$ cat config.mk
export PLATFORM = sky130hd
export DESIGN_NAME = sensor_alarm_ctrl_flat
export DESIGN_NICKNAME = d
export VERILOG_FILES = /design/src/rtl/sensor_alarm_ctrl_if.sv /design/src/rtl/sensor_alarm_ctrl.sv /design/src/flat_wrapper.sv
export SDC_FILE = /design/constraint.sdc
export NUM_CORES = 1
export LEC_CHECK = 0
export ABC_AREA = 1
export ABC_CLOCK_PERIOD_IN_PS = 2100
export CORE_ASPECT_RATIO = 1.75
export CORE_MARGIN = 2
export CORE_UTILIZATION = 25
export CTS_CLUSTER_DIAMETER = 120
export DETAILED_ROUTE_END_ITERATION = 6
export GPL_TIMING_DRIVEN = 0
export PLACE_DENSITY = 0.43
export SYNTH_ARGS = -nofsm -noshare
export SYNTH_HDL_FRONTEND = slang
export SYNTH_SLANG_ARGS = --single-unit
$ cat constraint.sdc
create_clock -name clk -period 2.1 [get_ports clk]
set_clock_uncertainty 0.05 [all_clocks]
set_input_delay 0.42 -clock clk [delete_from_list [all_inputs] [get_ports clk]]
set_output_delay 0.42 -clock clk [all_outputs]
set_load 0.005 [all_outputs]
$ cat src/rtl/sensor_alarm_ctrl_if.sv
// sensor_alarm_ctrl_if: sensor/ack inputs and alarm status outputs of sensor_alarm_ctrl
//   ena        clock enable, state frozen while low
//   sensor_in  per-channel sensor level, bit 0 highest priority
//   ack        single-cycle alarm acknowledge
//   alarm_out  one-hot buzzer drive
//   alarm_id   channel in alarm, or last alarmed channel
//   busy       high in ALARM or HOLDOFF
//   event_cnt  saturating count of alarms since reset
interface sensor_alarm_ctrl_if #(
    parameter int NCH = 3
);
    localparam int IDW = (NCH > 1) ? $clog2(NCH) : 1;
    logic           ena;
    logic [NCH-1:0] sensor_in;
    logic           ack;
    logic [NCH-1:0] alarm_out;
    logic [IDW-1:0] alarm_id;
    logic           busy;
    logic [7:0]     event_cnt;
    modport master (output ena, sensor_in, ack, input alarm_out, alarm_id, busy, event_cnt);
    modport slave  (input ena, sensor_in, ack, output alarm_out, alarm_id, busy, event_cnt);
endinterface

$ cat src/rtl/sensor_alarm_ctrl.sv
// sensor_alarm_ctrl: debounced priority sensor alarm with timed buzzer and post-alarm holdoff
//   clk, rst   rising-edge clock, synchronous active-high reset (overrides ena)
//   bus        sensor_alarm_ctrl_if.slave: ena/sensor_in/ack in, alarm_out/alarm_id/busy/event_cnt out
//   ALARM_LATCH_EN (macro): alarm ignores timer expiry and is held until ack
module sensor_alarm_ctrl #(
    parameter int NCH            = 3,
    parameter int DEBOUNCE       = 100,
    parameter int ALARM_CYCLES   = 100000000,
    parameter int HOLDOFF_CYCLES = 1000
) (
    input logic                clk,
    input logic                rst,
    sensor_alarm_ctrl_if.slave bus
);
    localparam int IDW = (NCH > 1) ? $clog2(NCH) : 1;

    typedef enum logic [1:0] {IDLE, QUALIFY, ALARM, HOLDOFF} state_t;

    state_t         state_q;
    logic [6:0]     cnt_q;
    logic [IDW-1:0] cand_q;
    logic [IDW-1:0] id_q;
    logic [26:0]    timer_q;
    logic [NCH-1:0] alarm_q;
    logic           busy_q;
    logic [7:0]     evt_q;

    logic           hit;
    logic [IDW-1:0] ch;
    logic [6:0]     cnt_d;
    logic           alarm_done;

    // lowest-index asserted sensor wins; same channel extends the streak, a new one restarts at 1
    always_comb begin
        hit = |bus.sensor_in;
        ch  = '0;
        for (int i = NCH - 1; i >= 0; i--)
            if (bus.sensor_in[i]) ch = IDW'(i);
        cnt_d = (ch == cand_q) ? cnt_q + 7'd1 : 7'd1;
    end

`ifdef ALARM_LATCH_EN
    assign alarm_done = bus.ack;
`else
    assign alarm_done = bus.ack || (timer_q == 27'(ALARM_CYCLES));
`endif

    always_ff @(posedge clk) begin
        if (rst) begin
            state_q <= IDLE;
            cnt_q   <= '0;
            cand_q  <= '0;
            id_q    <= '0;
            timer_q <= '0;
            alarm_q <= '0;
            busy_q  <= 1'b0;
            evt_q   <= '0;
        end else if (bus.ena) begin
            case (state_q)
                IDLE, QUALIFY: begin
                    if (!hit) begin
                        cnt_q   <= '0;
                        state_q <= IDLE;
                    end else if (cnt_d == 7'(DEBOUNCE)) begin
                        state_q <= ALARM;
                        cnt_q   <= '0;
                        cand_q  <= ch;
                        id_q    <= ch;
                        alarm_q <= NCH'(1) << ch;
                        timer_q <= 27'd1;
                        busy_q  <= 1'b1;
                        evt_q   <= (evt_q == 8'hff) ? evt_q : evt_q + 8'd1;
                    end else begin
                        state_q <= QUALIFY;
                        cnt_q   <= cnt_d;
                        cand_q  <= ch;
                    end
                end
                ALARM: begin
                    if (alarm_done) begin
                        alarm_q <= '0;
                        // a zero-length holdoff drops straight back to IDLE
                        state_q <= (HOLDOFF_CYCLES == 0) ? IDLE : HOLDOFF;
                        busy_q  <= (HOLDOFF_CYCLES != 0);
                        timer_q <= (HOLDOFF_CYCLES == 0) ? 27'd0 : 27'd1;
                    end else begin
                        timer_q <= timer_q + 27'd1;
                    end
                end
                HOLDOFF: begin
                    if (timer_q == 27'(HOLDOFF_CYCLES)) begin
                        state_q <= IDLE;
                        timer_q <= '0;
                        busy_q  <= 1'b0;
                        cnt_q   <= '0;
                    end else begin
                        timer_q <= timer_q + 27'd1;
                    end
                end
                default: state_q <= IDLE;
            endcase
        end
    end

    assign bus.alarm_out = alarm_q;
    assign bus.alarm_id  = id_q;
    assign bus.busy      = busy_q;
    assign bus.event_cnt = evt_q;
endmodule

$ cat src/flat_wrapper.sv
// flat-port wrapper written by rule: the top's interface ports become plain ports
module sensor_alarm_ctrl_flat 
#(
    parameter int NCH            = 3,
    parameter int DEBOUNCE       = 100,
    parameter int ALARM_CYCLES   = 100000000,
    parameter int HOLDOFF_CYCLES = 1000
)
  (clk, rst, bus_ena, bus_sensor_in, bus_ack, bus_alarm_out, bus_alarm_id, bus_busy, bus_event_cnt);
  sensor_alarm_ctrl_if #(.NCH(NCH)) bus_i ();
  input logic clk;
  input logic rst;
  input wire logic [$bits(bus_i.ena)-1:0] bus_ena;
  input wire logic [$bits(bus_i.sensor_in)-1:0] bus_sensor_in;
  input wire logic [$bits(bus_i.ack)-1:0] bus_ack;
  output wire logic [$bits(bus_i.alarm_out)-1:0] bus_alarm_out;
  output wire logic [$bits(bus_i.alarm_id)-1:0] bus_alarm_id;
  output wire logic [$bits(bus_i.busy)-1:0] bus_busy;
  output wire logic [$bits(bus_i.event_cnt)-1:0] bus_event_cnt;
  assign bus_i.ena = bus_ena;
  assign bus_i.sensor_in = bus_sensor_in;
  assign bus_i.ack = bus_ack;
  assign bus_alarm_out = bus_i.alarm_out;
  assign bus_alarm_id = bus_i.alarm_id;
  assign bus_busy = bus_i.busy;
  assign bus_event_cnt = bus_i.event_cnt;
  sensor_alarm_ctrl #(.NCH(NCH), .DEBOUNCE(DEBOUNCE), .ALARM_CYCLES(ALARM_CYCLES), .HOLDOFF_CYCLES(HOLDOFF_CYCLES)) u_core (.clk(clk), .rst(rst), .bus(bus_i));
endmodule
; ---- After elaboration in Yosys (flattened, before gate mapping)
; Index checks and enable logic that the tools add are counted.
[word_totals]
register_bits = 52
in_bits = 7
out_inout_bits = 14
word_cells = 66
[classes]
addsub = 3
n_eq_ne = 12
shift = 1
n_mux = 27
bitwise_logic = 1
n_reduce_logical = 14
[ops]
columns = cell, count
row1 = $mux W27, 4
row2 = $pmux W27 S3, 1
row3 = $mux W7, 4
row4 = $add A27 B1 Y27 const B, 1
row5 = $eq A27 B10 Y1 const B, 1
row6 = $eq A27 B27 Y1 const B, 1
row7 = $reduce_and A5 Y1, 3
row8 = $mux W2, 7
row9 = $pmux W7 S2, 1
row10 = $reduce_and A3 Y1, 4
row11 = $mux W3, 3
row12 = $add A8 B1 Y8 const B, 1
row13 = $eq A8 B8 Y1 const B, 1
row14 = $ne A2 B1 Y1 const B, 4
row15 = $add A7 B1 Y7 const B, 1
row16 = $eq A7 B7 Y1 const B, 1
row17 = $pmux W2 S3, 1
row18 = $pmux W3 S2, 1
row19 = $eq A2 B2 Y1 const B, 2
row20 = $mux W1, 4
row21 = $reduce_and A4 Y1, 1
row22 = $reduce_bool A2 Y1, 2
row23 = $pmux W1 S3, 1
row24 = $reduce_or A3 Y1, 1
row25 = 7 further kinds, 7

; ---- Longest topological paths before layout
[logic_depth]
word_depth = 9
mapped_depth = 14

; ---- Worst setup path after synthesis
; No wires, ideal clock.
[synth_timing]
kind = register -> register
startpoint = register u_core.cnt_q[0]
endpoint = register u_core.timer_q[4]
arrival_time_ns = 1.637
required_time_ns = 1.937
setup_slack_ns = 0.300
stages_incl_launch_ff = 14
path_buffers = 1
period_less_slack_ns = 1.800
cell_sequence = dfxtp_1 -> ha_1 -> nand2_1 -> nor2_2 -> inv_1 -> nand2_2 -> inv_2 -> nor2_4 -> nand4_4 -> nand2_4 -> buf_4 -> o21ai_0 -> nand2_1 -> nor2_1
[synth_via]
elab_chain_len = 5
[synth_lines]
columns = item, line
row1 = "start, declared", sensor_alarm_ctrl.sv:20  ; logic [6:0] cnt_q;
row2 = "start signal, assigned", sensor_alarm_ctrl.sv:75  ; cnt_q <= cnt_d;
row3 = $add A7 B1 Y7, sensor_alarm_ctrl.sv:39  ; cnt_d = (ch == cand_q) ? cnt_q + 7'd1 : 7'd1;
row4 = $mux W7, sensor_alarm_ctrl.sv:39
row5 = $eq A7 B7 Y1, sensor_alarm_ctrl.sv:64  ; end else if (cnt_d == 7'(DEBOUNCE)) begin
row6 = $ne A2 B1 Y1 (no source line), --
row7 = $reduce_and A3 Y1 (no source line), --
row8 = "end signal, assigned", sensor_alarm_ctrl.sv:85  ; timer_q <= (HOLDOFF_CYCLES == 0) ? 27'd0 : 27'd1;
row9 = "end signal, assigned", sensor_alarm_ctrl.sv:87  ; timer_q <= timer_q + 27'd1;
row10 = "end signal, assigned", sensor_alarm_ctrl.sv:97  ; timer_q <= timer_q + 27'd1;
row11 = "end, declared", sensor_alarm_ctrl.sv:23  ; logic [26:0] timer_q;
; No other way between the ends.
; A chain may end at the register's enable or synchronous reset.

; ---- Worst setup path in the final report
[layout_timing]
startpoint = input bus_sensor_in[2]
endpoint = register u_core.timer_q[7]
[layout_via]
elab_chain_len = 8
[layout_lines]
columns = item, line
row1 = "start, declared", flat_wrapper.sv:14  ; input wire logic [$bits(bus_i.sensor_in)-1:0] bus_sensor_in;
row2 = $mux W2 (3 in series), sensor_alarm_ctrl.sv:38  ; if (bus.sensor_in[i]) ch = IDW'(i);
row3 = $eq A2 B2 Y1, sensor_alarm_ctrl.sv:39
row4 = $mux W7, sensor_alarm_ctrl.sv:39
row5 = $eq A7 B7 Y1, sensor_alarm_ctrl.sv:64
row6 = $ne A2 B1 Y1 (no source line), --
row7 = $reduce_and A3 Y1 (no source line) *, --
; Mark *: on every way between the ends. The rest lies on a longest branch, timed or not.

==> flow_metrics.env <==
export IMPL_status="finished clean"
export IMPL_worst_pin_slew_ns=0.7409
export IMPL_power_density_cell_area_nw_per_um2=440.3
export IMPL_reg2reg_depth=14
export IMPL_most_area_consuming_cells_after_synthesis="dfxtp_1 28%, nand2_1 20%, nand3_1 10%"
export IMPL_internal_power_mw=1.484
export IMPL_finalHoldViolCount=0
export IMPL_num_io_pins=21
export IMPL_synth_edff_count=0
export IMPL_cpPeakStageDelay_ns=0.53
export IMPL_firstDrtPassIters=5
export IMPL_cts_hold_buf=0
export IMPL_worst_path_stages=12
export IMPL_clkPwrFrac_pct=44.3
export IMPL_global_route_overflow_total=0
export IMPL_synthDominantCellAreaShare_pct=27.87
export IMPL_ys_seq_area_share_pct=27.87
export IMPL_synthesis_instances=639
export IMPL_cts_max_path_buffers=2
export IMPL_path_class="primary input to flip-flop"
export IMPL_yosys_warnings=0
export IMPL_area_growth_syn_to_layout_pct=22.58
export IMPL_io_buffers=19
export IMPL_ys_types=30
export IMPL_critical_path_startpoint_type="primary input"
export IMPL_timing_final_crit_share_pct=94.52
export IMPL_synth_seq_cells=52
export IMPL_gr_usage_all_layers_pct=17.63
export IMPL_synth_flop_cell="dfxtp_1"
export IMPL_clock_buffer_count_from_cts=5
export IMPL_timing_critical_path_arrival_ns=2.14
export IMPL_critical_path_top_delay_family="simple AND/OR/NAND/NOR gates"
export IMPL_nFillCells=1697
export IMPL_timing_final_setup_violations=0
export IMPL_p_leak_nw=1.826
export IMPL_cts_tree="done"
export IMPL_tritoncts_num_sinks=52
export IMPL_cts_root_buf="clkbuf_16"
export IMPL_width_of_the_die_um=96.40
export IMPL_core_area_sq_um=14760
export IMPL_fp_dieArea_sq_um=15970
export IMPL_cp_slowest_cell="clkdlybuf4s50_1"
export IMPL_antenna_violations_before_repair=0
export IMPL_grt_first_pass_wirelength_um=21380
export IMPL_antenna_cells=0
export IMPL_clkLatencyLatePin_ns=0.31
export IMPL_max_cap_viol_count=0
export IMPL_worstPathBufferInverterCount=3
export IMPL_crit_path_max_fanout=10
export IMPL_fin_nets=685
export IMPL_route_antenna_remaining_nets=0
export IMPL_fmax_mhz=503.8
export IMPL_net_switching_power_mw=0.5318
export IMPL_placed_cells_incl_taps=841
export IMPL_via_per_inst=4.798
export IMPL_netSwitchingFraction_pct=26.38
export IMPL_period_needed_ns=1.985
export IMPL_critical_path_endpoint_type="flip-flop"
export IMPL_grt_start_max_net_pins=19
export IMPL_cts_htree_levels=2
export IMPL_routed_wire_length_per_instance_um=15.93
export IMPL_worst_hold_slack_ns=0.4297
export IMPL_maxSlewHeadroom_pct=50.61
export IMPL_route_detailed_drc=0
export IMPL_die_y_um=165.7
export IMPL_routed_via_count=4117
export IMPL_cp_common_cell="nand2_2"
export IMPL_worst_setup_hold_path_clk_slew_ns=0.08
export IMPL_grt_pass1_vias=3964
export IMPL_ys_async_sr_fraction_pct=0
export IMPL_slew_violations=0
export IMPL_crit_chain="clkdlybuf4s50_1 > nand2_2 > nand2_2 > nand3_4 > nor2_4 > nand4_4 > nand2_8 > buf_12 > buf_8 > nand3_1 > nand2_1 > nor2_1"
export IMPL_cells_on_worst_hold_path=2
export IMPL_synth_cell_area_sq_um=3735
export IMPL_total_routed_length_um=13670
export IMPL_holdCritPathClass="flip-flop to flip-flop"
export IMPL_stdcell_count=858
export IMPL_multiInputGateArea_sq_um=2427
export IMPL_detailed_place_hpwl_um=10780
export IMPL_synth_largest_area_cell="dfxtp_1"
export IMPL_p_comb_share_pct=6.2
export IMPL_post_synth_cell_area_avg_sq_um=5.845
export IMPL_critPathRequiredTime_ns=2.26
export IMPL_drt_first_iter_violations=245
export IMPL_final_layout_size_suffix_gt1_share_pct=12.30
export IMPL_postSynthNetCount=650
export IMPL_irDropWorstVdd_mv=0.2851
export IMPL_initial_core_util_pct=25.30
export IMPL_finalWeightedCongestion=0.9384
export IMPL_power_share_sequential_pct=49.5
export IMPL_layout_area_seq_sq_um=1057
export IMPL_std_cell_rows=59
## through the flow
step	utilization [%]	instance area, sq um	power, mW	worst slack [ns]	setup TNS, ns
after global placement	28.14	4154	1.136	-0.4690	-17.95
after CTS	29.62	4373	2.046	-0.01318	-0.02438
after detailed placement	28.14	4154	1.137	-0.4851	-18.84
after floorplan	-	3735	1.091	0.3003	0
final	31.01	4578	2.016	0.1150	0
after global routing	31.01	4578	2.093	-0.001815	-0.001815
## worst register-to-register path: cells and delay by family, from the launching register on
family / cells / cell delay [ns]
and+or+nand+nor: 11 / 1.01
DFF: 1 / 0.39
buffers and inverters: 2 / 0.28
adders and majority gates: 1 / 0.15
## power by group through the flow
stage	Sequential [mW]	Combinational (mW)	Clock (mW)
after floorplan	1.02	0.0717	0
after global placement	1.02	0.114	0
after detailed placement	1.02	0.115	0
after CTS	0.999	0.119	0.929
after global routing	1.00	0.140	0.952
final	0.999	0.125	0.892
## worst paths after layout
check / start / to / slack (ns)
setup / recovery: bus_sensor_in[2] / u_core.timer_q[7]$_SDFFE_PP0P_ / 0.11
hold / removal: u_core.cand_q[0]$_SDFFE_PP0P_ / u_core.cand_q[0]$_SDFFE_PP0P_ / 0.43
setup reg to reg: u_core.cnt_q[0]$_SDFFE_PP0P_ / u_core.timer_q[7]$_SDFFE_PP0P_ / 0.14
hold reg to reg: u_core.cand_q[0]$_SDFFE_PP0P_ / u_core.cand_q[0]$_SDFFE_PP0P_ / 0.43
## area by class of cell
| type | instances | share of cell area [%] |
|---|---|---|
| well taps | 183 | 5.001 |
| clock inverters | 3 | 0.6013 |
| flip-flops and latches | 52 | 23.09 |
| repair buffers | 29 | 6.641 |
| multi-input cells | 494 | 53.02 |
| plain buffers | 19 | 2.870 |
| clock buffers | 5 | 2.733 |
| inverters | 73 | 6.040 |
## layer usage
layer,routed length (um),GRT usage (%)
met1,4847,17.84
met3,318,1.364
met2,7788,34.36
met5,0,0
met4,711,8.389
## registers in the layout, indices dropped and copies added (netlist names)
register and count:
u_core.cand_q 2, u_core.bus.busy 1, u_core.state_q 2, u_core.bus.event_cnt 8, u_core.bus.alarm_id 2, u_core.bus.alarm_out 3
u_core.cnt_q 7, u_core.timer_q 27
## cells by family after synthesis
kind of cell	count (synthesis)	share of synthesized area, %
AOI/OAI and AO/OA	59	8.107
xor gates and xnor gates	20	4.690
adders and majority gates	4	1.340
buffers and inverters	93	10.32
DFF	52	27.87
and+or+nand+nor	411	47.67
## cell usage in the layout, fill, tap and decap left out, types with 4 or more instances in the layout
master           instances
nand2_1                188
nor2_1                  88
nand3_1                 74
inv_1                   67
dfxtp_1                 43
a21oi_1                 39
nand4_1                 19
clkdlybuf4s50_1         17
xor2_1                  15
o21ai_0                 13
nor2_2                  11
nand2_2                 10
buf_4                   10
dfxtp_2                  7
nor2_4                   6
clkbuf_1                 6
nor3_1                   6
clkbuf_16                6
xnor2_1                  5
buf_2                    4
## synth_stat cells (3+ instances only)
cell type,instances
o21ai_0,13
clkbuf_1,9
ha_1,4
nor2_1,96
nand3_1,77
a21oi_1,41
inv_1,70
nor2_2,6
nor2_4,3
nand4_1,19
nand2_1,196
dfxtp_1,52
nor3_1,6
buf_2,5
xnor2_1,5
buf_6,3
xor2_1,15
## what timing repair did
action,4_1_cts,5_1_grt
gates resized for setup,17,47
setup buffers,2,7
pin swaps,3,7
hold endpoints to repair,0,0
gates cloned,0,1
endpoints found under the setup margin,48,50
No activity file was read; power rests on OpenSTA's default activity.
